===== src/rtl/midi_parser_multi_if.sv =====
// Byte and message bundle between a MIDI byte source and midi_parser_multi.
// master: drives received UART bytes, observes decoded messages and side pulses.
// slave : the parser; consumes bytes, drives message fields, real-time and status pulses.
interface midi_parser_multi_if;
  logic [7:0] byte_in;        // received byte from UART
  logic       byte_valid_in;  // one-cycle strobe, byte_in valid
  logic [3:0] status;         // message type nibble (8..E)
  logic [3:0] channel;        // MIDI channel of message
  logic [7:0] data_byte1;     // first data byte
  logic [7:0] data_byte2;     // second data byte, 0 for 1-byte messages
  logic       valid_out;      // one-cycle pulse, message fields valid
  logic [7:0] rt_byte_out;    // system real-time byte (F8-FF)
  logic       rt_valid_out;   // one-cycle pulse for rt_byte_out
  logic       sysex_active;   // high while inside F0..F7
  logic       error_out;      // one-cycle pulse on protocol error

  modport master (
    output byte_in, byte_valid_in,
    input  status, channel, data_byte1, data_byte2, valid_out,
    input  rt_byte_out, rt_valid_out, sysex_active, error_out
  );

  modport slave (
    input  byte_in, byte_valid_in,
    output status, channel, data_byte1, data_byte2, valid_out,
    output rt_byte_out, rt_valid_out, sysex_active, error_out
  );
endinterface


===== src/rtl/midi_parser_multi.sv =====
// MIDI 1.0 byte-stream parser: channel voice messages, running status, SysEx/system common skip.
// Latency: every output pulse is registered, one cycle after the accepting byte strobe.
// Backpressure: none; a byte is consumed on every byte_valid_in cycle (31250 baud is far below clk).
// Ports: clk_in, rst_in (async active-low) plain; bus (slave modport) carries byte input,
//        message fields + valid_out, real-time byte side port, sysex_active and error_out.
module midi_parser_multi #(
  parameter bit         OMNI              = 1'b1,
  parameter logic [3:0] CHANNEL           = 4'd0,
  parameter bit         RUNNING_STATUS_EN = 1'b1,
  parameter bit         NOTE_OFF_CONVERT  = 1'b1
) (
  input logic                clk_in,
  input logic                rst_in,
  midi_parser_multi_if.slave bus
);

  typedef enum logic [2:0] {
    IDLE    = 3'd0,
    WAIT_D1 = 3'd1,
    WAIT_D2 = 3'd2,
    SYSEX   = 3'd3,
    SKIP    = 3'd4
  } state_e;

  state_e     state_q, state_d;
  // Running-status register: last channel status type/channel, and whether it is usable.
  logic       rs_vld_q, rs_vld_d;
  logic [3:0] rs_type_q, rs_type_d;
  logic [3:0] rs_chan_q, rs_chan_d;
  // Needed data-byte count for the current status: 1 = two bytes, 0 = one byte.
  logic       need_two_q, need_two_d;
  logic [1:0] skip_cnt_q, skip_cnt_d;
  logic [7:0] part_d1_q, part_d1_d;

  logic [3:0] status_q, status_d;
  logic [3:0] channel_q, channel_d;
  logic [7:0] data1_q, data1_d;
  logic [7:0] data2_q, data2_d;
  logic       valid_q, valid_d;
  logic [7:0] rt_byte_q, rt_byte_d;
  logic       rt_valid_q, rt_valid_d;
  logic       sysex_q, sysex_d;
  logic       error_q, error_d;

  logic [7:0] in_byte;
  logic       emit;
  logic [7:0] emit_d1;
  logic [7:0] emit_d2;

  always_comb begin
    state_d    = state_q;
    rs_vld_d   = rs_vld_q;
    rs_type_d  = rs_type_q;
    rs_chan_d  = rs_chan_q;
    need_two_d = need_two_q;
    skip_cnt_d = skip_cnt_q;
    part_d1_d  = part_d1_q;
    status_d   = status_q;
    channel_d  = channel_q;
    data1_d    = data1_q;
    data2_d    = data2_q;
    valid_d    = 1'b0;
    rt_byte_d  = rt_byte_q;
    rt_valid_d = 1'b0;
    sysex_d    = sysex_q;
    error_d    = 1'b0;
    in_byte    = bus.byte_in;
    emit       = 1'b0;
    emit_d1    = 8'h00;
    emit_d2    = 8'h00;

    if (bus.byte_valid_in) begin
      if (in_byte >= 8'hF8) begin
        // Real-time bytes (including undefined F9/FD) bypass all parse state.
        rt_byte_d  = in_byte;
        rt_valid_d = 1'b1;
      end else if (!in_byte[7]) begin
        case (state_q)
          IDLE: begin
            // A data byte here is data 1 of a new message under running status.
            if (RUNNING_STATUS_EN && rs_vld_q) begin
              if (!need_two_q) begin
                emit    = 1'b1;
                emit_d1 = in_byte;
              end else begin
                part_d1_d = in_byte;
                state_d   = WAIT_D2;
              end
            end else begin
              error_d = 1'b1;
            end
          end
          WAIT_D1: begin
            if (!need_two_q) begin
              emit    = 1'b1;
              emit_d1 = in_byte;
              state_d = IDLE;
            end else begin
              part_d1_d = in_byte;
              state_d   = WAIT_D2;
            end
          end
          WAIT_D2: begin
            emit    = 1'b1;
            emit_d1 = part_d1_q;
            emit_d2 = in_byte;
            state_d = IDLE;
          end
          SKIP: begin
            // System common payload is swallowed; count never starts at 0 in SKIP.
            if (skip_cnt_q == 2'd1) begin
              state_d = IDLE;
            end
            skip_cnt_d = skip_cnt_q - 2'd1;
          end
          SYSEX: begin
            // SysEx payload is discarded.
          end
          default: begin
            state_d = IDLE;
          end
        endcase
      end else if (in_byte < 8'hF0) begin
        // Channel status: any partially assembled message or open SysEx is abandoned.
        error_d    = (state_q == WAIT_D1) || (state_q == WAIT_D2) || (state_q == SYSEX);
        rs_vld_d   = 1'b1;
        rs_type_d  = in_byte[7:4];
        rs_chan_d  = in_byte[3:0];
        need_two_d = !((in_byte[7:4] == 4'hC) || (in_byte[7:4] == 4'hD));
        sysex_d    = 1'b0;
        state_d    = WAIT_D1;
      end else begin
        // F0-F7: system exclusive / common; all of them cancel running status.
        rs_vld_d = 1'b0;
        sysex_d  = 1'b0;
        case (in_byte[2:0])
          3'd0: begin
            state_d = SYSEX;
            sysex_d = 1'b1;
          end
          3'd1, 3'd3: begin
            state_d    = SKIP;
            skip_cnt_d = 2'd1;
          end
          3'd2: begin
            state_d    = SKIP;
            skip_cnt_d = 2'd2;
          end
          3'd7: begin
            // F7 only legitimately closes a SysEx; a stray one is an error.
            state_d = IDLE;
            if (state_q != SYSEX) begin
              error_d = 1'b1;
            end
          end
          default: begin
            // F4/F5 undefined, F6 tune request: no payload.
            state_d = IDLE;
          end
        endcase
        // F1-F6 arriving inside SysEx terminate it abnormally.
        if ((state_q == SYSEX) && (in_byte[2:0] != 3'd0) && (in_byte[2:0] != 3'd7)) begin
          error_d = 1'b1;
        end
      end
    end

    // Channel filter: a filtered message still completes its sequencing, silently.
    if (emit && (OMNI || (rs_chan_q == CHANNEL))) begin
      valid_d   = 1'b1;
      channel_d = rs_chan_q;
      data1_d   = emit_d1;
      data2_d   = emit_d2;
      if (NOTE_OFF_CONVERT && (rs_type_q == 4'h9) && (emit_d2 == 8'h00)) begin
        status_d = 4'h8;
      end else begin
        status_d = rs_type_q;
      end
    end
  end

  always_ff @(posedge clk_in or negedge rst_in) begin
    if (!rst_in) begin
      state_q    <= IDLE;
      rs_vld_q   <= 1'b0;
      rs_type_q  <= 4'h0;
      rs_chan_q  <= 4'h0;
      need_two_q <= 1'b0;
      skip_cnt_q <= 2'd0;
      part_d1_q  <= 8'h00;
      status_q   <= 4'h0;
      channel_q  <= 4'h0;
      data1_q    <= 8'h00;
      data2_q    <= 8'h00;
      valid_q    <= 1'b0;
      rt_byte_q  <= 8'h00;
      rt_valid_q <= 1'b0;
      sysex_q    <= 1'b0;
      error_q    <= 1'b0;
    end else begin
      state_q    <= state_d;
      rs_vld_q   <= rs_vld_d;
      rs_type_q  <= rs_type_d;
      rs_chan_q  <= rs_chan_d;
      need_two_q <= need_two_d;
      skip_cnt_q <= skip_cnt_d;
      part_d1_q  <= part_d1_d;
      status_q   <= status_d;
      channel_q  <= channel_d;
      data1_q    <= data1_d;
      data2_q    <= data2_d;
      valid_q    <= valid_d;
      rt_byte_q  <= rt_byte_d;
      rt_valid_q <= rt_valid_d;
      sysex_q    <= sysex_d;
      error_q    <= error_d;
    end
  end

  assign bus.status       = status_q;
  assign bus.channel      = channel_q;
  assign bus.data_byte1   = data1_q;
  assign bus.data_byte2   = data2_q;
  assign bus.valid_out    = valid_q;
  assign bus.rt_byte_out  = rt_byte_q;
  assign bus.rt_valid_out = rt_valid_q;
  assign bus.sysex_active = sysex_q;
  assign bus.error_out    = error_q;

endmodule


===== src/flat_wrapper.sv =====
// flat-port wrapper written by rule: the top's interface ports become plain ports
module midi_parser_multi_flat 
#(
  parameter bit         OMNI              = 1'b1,
  parameter logic [3:0] CHANNEL           = 4'd0,
  parameter bit         RUNNING_STATUS_EN = 1'b1,
  parameter bit         NOTE_OFF_CONVERT  = 1'b1
)
  (clk_in, rst_in, bus_byte_in, bus_byte_valid_in, bus_status, bus_channel, bus_data_byte1, bus_data_byte2, bus_valid_out, bus_rt_byte_out, bus_rt_valid_out, bus_sysex_active, bus_error_out);
  midi_parser_multi_if bus_i ();
  input logic clk_in;
  input logic rst_in;
  input wire logic [$bits(bus_i.byte_in)-1:0] bus_byte_in;
  input wire logic [$bits(bus_i.byte_valid_in)-1:0] bus_byte_valid_in;
  output wire logic [$bits(bus_i.status)-1:0] bus_status;
  output wire logic [$bits(bus_i.channel)-1:0] bus_channel;
  output wire logic [$bits(bus_i.data_byte1)-1:0] bus_data_byte1;
  output wire logic [$bits(bus_i.data_byte2)-1:0] bus_data_byte2;
  output wire logic [$bits(bus_i.valid_out)-1:0] bus_valid_out;
  output wire logic [$bits(bus_i.rt_byte_out)-1:0] bus_rt_byte_out;
  output wire logic [$bits(bus_i.rt_valid_out)-1:0] bus_rt_valid_out;
  output wire logic [$bits(bus_i.sysex_active)-1:0] bus_sysex_active;
  output wire logic [$bits(bus_i.error_out)-1:0] bus_error_out;
  assign bus_i.byte_in = bus_byte_in;
  assign bus_i.byte_valid_in = bus_byte_valid_in;
  assign bus_status = bus_i.status;
  assign bus_channel = bus_i.channel;
  assign bus_data_byte1 = bus_i.data_byte1;
  assign bus_data_byte2 = bus_i.data_byte2;
  assign bus_valid_out = bus_i.valid_out;
  assign bus_rt_byte_out = bus_i.rt_byte_out;
  assign bus_rt_valid_out = bus_i.rt_valid_out;
  assign bus_sysex_active = bus_i.sysex_active;
  assign bus_error_out = bus_i.error_out;
  midi_parser_multi #(.OMNI(OMNI), .CHANNEL(CHANNEL), .RUNNING_STATUS_EN(RUNNING_STATUS_EN), .NOTE_OFF_CONVERT(NOTE_OFF_CONVERT)) u_core (.clk_in(clk_in), .rst_in(rst_in), .bus(bus_i));
endmodule

===== config.mk =====
export PLATFORM = sky130hd
export DESIGN_NAME = midi_parser_multi_flat
export DESIGN_NICKNAME = d
export VERILOG_FILES = /design/src/rtl/midi_parser_multi_if.sv /design/src/rtl/midi_parser_multi.sv /design/src/flat_wrapper.sv
export SDC_FILE = /design/constraint.sdc
export NUM_CORES = 1
export LEC_CHECK = 0
export CAP_MARGIN = 0
export CORE_MARGIN = 8
export CORE_UTILIZATION = 46
export CTS_BUF_LIST = sky130_fd_sc_hd__clkbuf_16
export CTS_CLUSTER_SIZE = 14
export DETAILED_ROUTE_END_ITERATION = 10
export PLACE_DENSITY = 0.72
export SYNTH_ARGS = -nofsm -noshare
export SYNTH_HDL_FRONTEND = slang
export SYNTH_SLANG_ARGS = --single-unit

===== constraint.sdc =====
create_clock -name clk_in -period 1.8 [get_ports clk_in]
set_input_delay 0.45 -clock clk_in [delete_from_list [all_inputs] [get_ports clk_in]]
set_output_delay 0.45 -clock clk_in [all_outputs]
set_load 0.03 [all_outputs]

==> results of run 1 <==
final timing paths:
| path | start | cells after the start | slack (ns) | endpoint |
|---|---|---|---|---|
| hold / removal | rst_in | 2 | 0.15 | u_core.bus.channel[1] |
| max in group asynchronous | rst_in | 2 | 1.40 | u_core.bus.data_byte1[2] |
| hold reg to reg | u_core.bus.rt_byte_out[5] | 1 | 0.46 | u_core.bus.rt_byte_out[5] |
| min in group clk_in | u_core.bus.rt_byte_out[5] | 1 | 0.46 | u_core.bus.rt_byte_out[5] |
| setup reg to reg | u_core.skip_cnt_q[0] | 5 | 0.03 | u_core.state_q[2] |
| setup / recovery | u_core.skip_cnt_q[0] | 5 | 0.03 | u_core.state_q[2] |
cells in the final DEF, fill, tap and decap left out, types with 2 or more instances in the layout:
cell,synthesis,routed
clkdlybuf4s50_1,0,28
o21ai_0,8,8
nor4_4,2,2
a22o_1,7,7
dfrtp_1,56,56
nand2b_1,6,6
dlymetal6s2s_1,0,15
o21ai_2,2,2
o22a_1,2,2
mux2_1,14,14
inv_1,6,7
buf_12,0,3
o21bai_1,3,3
a21oi_1,4,4
mux2_2,7,7
mux2_4,4,4
o2bb2ai_1,8,8
a22oi_1,7,7
nor4_1,2,2
buf_4,2,29
nor2_1,7,7
conb_1,1,2
clkbuf_16,0,5
nand3_1,3,3
nand2_1,8,8
report_power, final:
part           total, W  leakage (nW)  switching, W  internal [W]
clock           0.00107        0.0850      0.000426      0.000649
combinational   0.00187         0.906      0.000982      0.000883
sequential      0.00186         0.677      0.000211       0.00165
layer usage:
metal | routed length [um] | track usage | part of all wire | vias up
met5 | 0 | 0 | 0 | -
met4 | 92 | 0.05287 | 0.017 | 0
met3 | 401 | 0.04779 | 0.074 | 7
met2 | 2351 | 0.2195 | 0.44 | 51
met1 | 2557 | 0.1936 | 0.47 | 877
li1 | - | - | - | 843
through the flow:
stage	setup slack (ns)	power [W]	hold WS, ns
finish	0.02691	0.004803	0.1466
global route	-0.02993	0.005030	0.1694
CTS	0.005501	0.004865	0.1631
detailed placement	-0.3378	0.003778	0.4522
global placement	-0.3133	0.003755	0.4484
floorplan	0.09746	0.002964	0.1544
final cells by class:
cell class	instances	area, um2
Clock buffer	5	125.1
Clock inverter	3	38.79
Fill cell	405	1724
Inverter	7	26.28
Multi-Input combinational cell	118	974.7
Sequential cell	56	1401
Tap cell	70	87.58
Timing Repair Buffer	77	762.0
worst max-delay path, stage by stage, from the launching register on:
cell and delay [ns]:
dfrtp_1 0.39, ha_2 0.17, or4b_1 0.47, a31oi_1 0.21, nor2_1 0.09, mux2_1 0.32
what timing repair did:
| action | 4_1_cts | 5_1_grt |
|---|---|---|
| endpoints found under the setup margin | 13 | 37 |
| setup buffers | 0 | 1 |
| cloned | 0 | 0 |
| pin swaps | 0 | 2 |
| gates resized for setup | 3 | 20 |
flip-flops by register name (all words and copies together) (netlist names):
name	flops
u_core.part_d1_q	7
u_core.rs_type_q	4
u_core.bus.rt_byte_out	8
u_core.state_q	3
u_core.bus.valid_out	1
u_core.bus.data_byte1	7
u_core.rs_chan_q	4
u_core.skip_cnt_q	2
u_core.bus.error_out	1
u_core.need_two_q	1
u_core.bus.sysex_active	1
u_core.bus.rt_valid_out	1
u_core.bus.channel	4
u_core.rs_vld_q	1
u_core.bus.status	4
u_core.bus.data_byte2	7
cells by family (layout without fill, tap and decap cells):
kind of cell | count (synthesis) | count (layout) | synth area share
DFF | 56 | 56 | 0.5654
AOI/OAI and AO/OA | 47 | 47 | 0.1424
and+or+nand+nor | 42 | 42 | 0.1101
muxes | 26 | 26 | 0.1237
buffers and inverters | 21 | 92 | 0.05199
adders and majority gates | 1 | 1 | 0.005047
other | 1 | 2 | 0.001513
==> qor.yml, run 1 <==
synthFlopType: "dfrtp_1"
seq_area_frac_synth: 0.5654
syn_area_per_cell_um2: 12.78
nNetsFinal: 277
yosys.area.top_type_share: 0.5654
rows: 26
maxCapViolations: 0
io_buffers: 44
grt_max_degree: 57
fmax_mhz: 564.0
required_ns: 1.97
root_buffer: "clkbuf_16"
initial_core_util: 0.4822
antenna_found_initial: 0
period_share: 0.9850
first_pass_iters: 4
cts.clk_slew.worst_paths_ns: 0.07
vias_per_cell: 5.292
coreArea_um2: 5140
synth_edf_count: 0
drtIter0Drc: 112
worstSetupEndpointType: "register"
ir_worst_vdd_mv: 0.9126
boundaryPins: 47
cts_max_level: 2
hold_buffers: 0
worstSetupPathType: "register to register"
finalSetupTns_ns: 0
yosysMostFrequentCell: "dfrtp_1"
placed_cells: 327
final_util: 0.6646
status: "completed"
leakage_nw: 1.667
grt_usage: 0.1469
place_area_um2: 3181
overflow: 0
dp_hpwl_mm: 3.935
fin_cells: 336
min_period_ns: 1.773
area_delta_synth_final_pct: 37.81
synth.distinct_cells: 45
finalSetupViolCount: 0
fin_area_um2: 3416
start_kind: "register"
synth-seq-cells: 56
clock_skew_ns: 0.007123
grt_pass1_vias: 1781
die_area_um2: 7993
clk_latency_ns: 0.29
numCtsBuffers: 5
num_vias: 1778
cp_max_fo: 2
grt_setup_unrepaired: "yes"
dieHeight_um: 89.41
syn_inst: 194
drc_errors: 0
ant_nets: 0
place_congestion: 0.8703
synth_common_cells: "dfrtp_1 (56), mux2_1 (14), nand2_1 (8), o21ai_0 (8), o2bb2ai_1 (8)"
yosys_warnings: 0
routed_wirelength_mm: 5.402
grt_first_pass_wirelength_mm: 8.852
synthTopCellsByArea: "dfrtp_1 (57%), mux2_1 (6.4%), mux2_2 (3.2%)"
syn-cell-area_um2: 2479
hold_path_class: "input port to async pin"
crit_arrival_ns: 1.95
slew_violations: 0
drive_gt1_frac: 0.2444
chipWidth_um: 89.41
cts_num_sinks: 56
synth.largest_area_cell: "dfrtp_1"
n_antenna_cell: 0
wire_per_inst_um: 16.08
power_density_nw_per_um2: 1406
hold_viol_final: 0
async_flop_share: 1.000
cts_buffer_depth: 2
cts_tree: "built"
Note: power is estimated with default switching activity, not from simulation.
==> inputs of run 2 (changes only) <==
HOLD_SLACK_MARGIN = 0.1   (was default)
==> results of run 2 <==
Final layout, timing and power as in run 1 (identical DEF).
==> inputs of run 3 (changes only) <==
HOLD_SLACK_MARGIN = 0.08   (was 0.1)
==> results of run 3 <==
Final layout, timing and power as in run 1 (identical DEF).
